==> src/rtl/mux_pkg.sv <==
// Shared constants, select type and one-hot helper for the 4:1 lane selector.
package mux_pkg;

    localparam int unsigned NUM_IN = 4;
    localparam int unsigned SEL_W  = 2;

    typedef logic [SEL_W-1:0] sel_t;

    function automatic logic [NUM_IN-1:0] onehot4(input sel_t sel);
        logic [NUM_IN-1:0] oh;
        case (sel)
            2'd0:    oh = 4'b0001;
            2'd1:    oh = 4'b0010;
            2'd2:    oh = 4'b0100;
            2'd3:    oh = 4'b1000;
            default: oh = 4'b0001;
        endcase
        return oh;
    endfunction

endpackage

==> src/rtl/mux4_lane.sv <==
// Purely combinational 4:1 selection of one DATA_W-wide lane from a packed lane bus.
module mux4_lane
    import mux_pkg::*;
#(
    parameter int unsigned DATA_W = 1
) (
    input  logic [NUM_IN*DATA_W-1:0] data_inputs,
    input  logic [SEL_W-1:0]         sel,
    output logic [DATA_W-1:0]        lane_out
);

    always_comb begin
        lane_out = data_inputs[0 +: DATA_W];
        case (sel)
            2'd0:    lane_out = data_inputs[0        +: DATA_W];
            2'd1:    lane_out = data_inputs[DATA_W   +: DATA_W];
            2'd2:    lane_out = data_inputs[2*DATA_W +: DATA_W];
            2'd3:    lane_out = data_inputs[3*DATA_W +: DATA_W];
            // Unreachable for 2-state selects; parks on lane 0.
            default: lane_out = data_inputs[0        +: DATA_W];
        endcase
    end

endmodule

==> src/rtl/multiplexer_4to1.sv <==
// Registered 4:1 lane selector: one-cycle latency, in_valid as capture enable,
// plus a registered one-hot of the select that produced mux_out.
module multiplexer_4to1
    import mux_pkg::*;
#(
    parameter int unsigned DATA_W = 1
) (
    input  logic                     clk,
    input  logic                     rst,
    input  logic                     in_valid,
    input  logic [NUM_IN*DATA_W-1:0] data_inputs,
    input  logic [SEL_W-1:0]         select,
    output logic [DATA_W-1:0]        mux_out,
    output logic                     out_valid,
    output logic [NUM_IN-1:0]        sel_onehot
);

    logic [DATA_W-1:0] w_lane;
    logic [NUM_IN-1:0] w_onehot;

    logic [DATA_W-1:0] r_mux_out;
    logic              r_out_valid;
    logic [NUM_IN-1:0] r_sel_onehot;

    mux4_lane #(
        .DATA_W (DATA_W)
    ) u_lane (
        .data_inputs (data_inputs),
        .sel         (select),
        .lane_out    (w_lane)
    );

    assign w_onehot = onehot4(select);

    // Data and one-hot hold when idle; only the valid flag drops.
    always_ff @(posedge clk) begin
        if (rst) begin
            r_mux_out    <= '0;
            r_out_valid  <= 1'b0;
            r_sel_onehot <= 4'b0001;
        end else begin
            r_out_valid <= in_valid;
            if (in_valid) begin
                r_mux_out    <= w_lane;
                r_sel_onehot <= w_onehot;
            end
        end
    end

    assign mux_out    = r_mux_out;
    assign out_valid  = r_out_valid;
    assign sel_onehot = r_sel_onehot;

endmodule

==> config.mk <==
export PLATFORM = sky130hd
export DESIGN_NAME = multiplexer_4to1
export DESIGN_NICKNAME = d
export VERILOG_FILES = /design/src/rtl/mux_pkg.sv /design/src/rtl/mux4_lane.sv /design/src/rtl/multiplexer_4to1.sv
export SDC_FILE = /design/constraint.sdc
export NUM_CORES = 1
export LEC_CHECK = 0
export CORE_AREA = 2 2 39 41
export DETAILED_ROUTE_END_ITERATION = 16
export DIE_AREA = 0 0 41 43
export SYNTH_ARGS = -nofsm -noshare
export SYNTH_HDL_FRONTEND = slang
export SYNTH_SLANG_ARGS = --single-unit
==> constraint.sdc <==
create_clock -name clk -period 1.2 [get_ports clk]
set_input_delay 0.36 -clock clk [delete_from_list [all_inputs] [get_ports clk]]
set_output_delay 0.36 -clock clk [all_outputs]
set_load 0.03 [all_outputs]
==> impl_summary.md <==
Timing
Setup violations remaining at the end of the flow were counted as 0. Setup total negative slack on the finished layout was measured at 0 ps. The worst relative slew slack is 0.868. Setup repair after global routing left no endpoint under its margin.

Of the available clock period, the critical path in the final layout requires 0.905. The hold violation total from the final report is 0. The transition at the pin with the smallest max-transition slack is 198 ps. Across the routed clock network, the largest skew measured is 0 ps.

For this run, the top clock speed supported by timing is 921 MHz. The max-slew violation count is 0. The clock period minus worst slack is 1090 ps.

Global route
The overall track demand over capacity in global routing is 0.0846. The number of global-route vias before repair is 242. Entering global routing, the biggest net connects 9 pins. The initial antenna violation count is 0.

The global-route congestion overflow total is 0. The global-route wire length before repair is 952 um.

Setup path
The critical path's top delay family is flip-flops. The worst setup path category is reg2out. STA puts the critical path data required time at 840 ps. The master of the slowest instance on the critical path is sky130_fd_sc_hd__dfxtp_1. STA puts the critical path data arrival time at 730 ps. The critical path's largest stage delay is 320 ps.

The type of destination of the critical path is an output port. STA classifies the critical path startpoint as a flip-flop. Together, buffers and inverters on the worst path number 1. The critical path goes through buf_4. The maximum fanout along the worst path is 2.

Place
The estimated wirelength of the detail-placed design is 454 um. Once placement completed, the tool counted placed cells totaling 60. At the end of routability-driven placement, the weighted congestion stood at 0.672. The number of I/O port buffers is 14. The post-placement cell area is 437 um^2.

Route
The via density per instance is 4.08. Dividing the detail-routed wire length by the instance count gives 9.10 um. The post-route DRC violation count is 0. The remaining antenna violation count is 0. The detailed-route via count is 257. For this block, the initial DRC count from the detailed router was 2. For this run, the detailed router's first-pass iteration total came to 3.

The final wirelength is 573 um.

Final layout
The share of post-route cells with drive strength above 1 is 0.298. The design area is 462 um^2. The filler-free cell count of the finished design is 63. The count of inserted antenna diode cells is 0. At the end of the flow, the number of nets in the layout was 58. Relative to the synthesized area, the layout overhead comes to 78.3%. The number of inserted filler cells in the final layout is 152.

Floorplanning
The site row count is 14. The area enclosed by the die boundary is 0.00176 mm^2. After floorplanning, the core was sized to cover 0.00138 mm^2. The die is 43 um tall. The initial core utilization is 0.187. The top-level I/O count is 15. From left edge to right edge, the die measures 41 um.

Logic synthesis
The post-synthesis cell type with the largest combined area is sky130_fd_sc_hd__dfxtp_1. The number of nets handed over by synthesis was 35. The most numerous cell in the Yosys netlist is sky130_fd_sc_hd__dfxtp_1. The synthesized netlist occupies a cell area of 259 um^2. The number of distinct standard cells referenced by the synthesized netlist is 13. The cell count after synthesis came out at 26. In this run, synthesis produced a sequential element count of 6.

The share of the Yosys chip area taken by registers is 0.464. Ranked by total cell area, the synthesized netlist is headed by sky130_fd_sc_hd__dfxtp_1 (46%), sky130_fd_sc_hd__nand3b_1 (8.7%), sky130_fd_sc_hd__mux2i_1 (7.7%). The most used flip-flop cell after synthesis is sky130_fd_sc_hd__dfxtp_1. Yosys printed 0 warnings. The share of synthesized area in the top cell type comes to 0.464. The post-synthesis area per instance is 9.96 um^2. After synthesis, the share of flip-flops with an asynchronous set or reset is 0. The commonest cells after synthesis are sky130_fd_sc_hd__dfxtp_1 (6), sky130_fd_sc_hd__a21oi_1 (3), sky130_fd_sc_hd__nand2b_1 (3), sky130_fd_sc_hd__nand3b_1 (3). The number of flops mapped to enable cells by yosys is 0.

Clock tree
The insertion delay to the later sink of the worst-skew pair is 240 ps. The root buffer cell is sky130_fd_sc_hd__clkbuf_4. CTS built an H-tree with a depth of 1. The TritonCTS clock tree is built. The maximum number of buffers from clock root to sink is 2.

The buffers inserted during post-CTS setup optimization is 0. The clock transition time at the flip-flop clock pins of the worst setup and hold paths is 50 ps. Clock tree synthesis inserted a total of 3 buffers. The number of clock sinks seen by CTS is 6.

Pwr
The fraction of power consumed by combinational cells is 0.211. The analysis attributes to cell leakage a power of 0.215 nW. The internal power contribution is 0.383 mW. Of the total power, the share spent switching nets is 0.249. VDD sags by at most 0.359 mV. For this design the ratio of total power to cell area is 1100 mW/mm^2. The part of the total power dissipated in sequential elements is 0.422. Summed over all nets, the switching power comes to 0.127 mW. The portion of total power attributed to the clock network is 0.367.

Worst hold path
In this run the worst hold path is classified as reg2reg.

Run
The tool flagged a number of max-cap violations equal to 0.

Outcome
The run finished with clean final reports.
[state kept, by name, indices dropped and copies added (netlist names)]
name and count:
out_valid 1, mux_out 1, sel_onehot 4
[kinds of logic (layout without fill, tap and decap cells)]
logic type	Yosys count	after routing	share of synthesized area
flip-flops	6	6	0.464
buffers and inverters	1	22	0.0193
multiplexers	2	2	0.0773
AO/OA/AOI/OAI	5	5	0.126
AND/OR/NAND/NOR	12	12	0.314
[layout make-up]
cell class	instances	area, um^2	area share
Clock buffer	3	22.5	0.0488
Tap cell	16	20.0	0.0434
Sequential cell	6	120	0.260
Timing Repair Buffer	19	165	0.358
Multi-Input combinational cell	19	134	0.290
[cell usage in the layout (no fill, tap or decap), drive strengths merged, types with 2 or more instances in the layout]
cell / n
clkdlybuf4s50: 4
dlymetal6s2s: 2
nand3b: 3
dfxtp: 6
clkbuf: 3
a21oi: 3
nand2b: 3
buf: 11
mux2i: 2
dlygate4sd2: 2
or3b: 2
[per-stage QoR]
stage / utilization / hold WS (ps) / setup WS, ps / total power, mW
final: 0.334 / 460 / 114 / 0.510
after global routing: 0.334 / 488 / 73.5 / 0.537
after CTS: 0.330 / 466 / 17.2 / 0.523
after detailed placement: 0.316 / 457 / -314 / 0.332
after global placement: 0.316 / 456 / -250 / 0.331
after floorplan: - / 429 / 199 / 0.266
[layer usage]
layer  track usage  share of wire  up-vias
met5             0              0        -
met4        0.0600              0        0
met3        0.0471          0.084        0
met2         0.106           0.47       11
met1         0.104           0.44      111
li1              -              -      135
[power groups by stage]
| stage | combinational (mW) | clock [mW] | sequential, mW |
|---|---|---|---|
| after CTS | 0.111 | 0.197 | 0.215 |
| final | 0.108 | 0.187 | 0.215 |
| after detailed placement | 0.113 | 0 | 0.219 |
| after floorplan | 0.0258 | 0 | 0.240 |
| after global placement | 0.111 | 0 | 0.219 |
| after global routing | 0.116 | 0.205 | 0.216 |
[final timing paths]
check / start / end / slack, ps / cells past startpoint
worst min-delay path: sel_onehot[1]$_SDFFE_PP0P_ / sel_onehot[1]$_SDFFE_PP0P_ / 460 / 2
worst max register to register: mux_out$_SDFFE_PP0P_ / mux_out$_SDFFE_PP0P_ / 390 / 2
worst max-delay path: sel_onehot[3]$_SDFFE_PP0P_ / sel_onehot[3] / 110 / 1
worst min register to register: sel_onehot[1]$_SDFFE_PP0P_ / sel_onehot[1]$_SDFFE_PP0P_ / 460 / 2
[repair_timing]
item | CTS | global route
hold buffers | 0 | 0
gates resized for setup | 2 | 2
endpoints found under the setup margin | 1 | 1
endpoints found under the hold margin | 0 | 0
No activity file was read; power rests on OpenSTA's default activity.
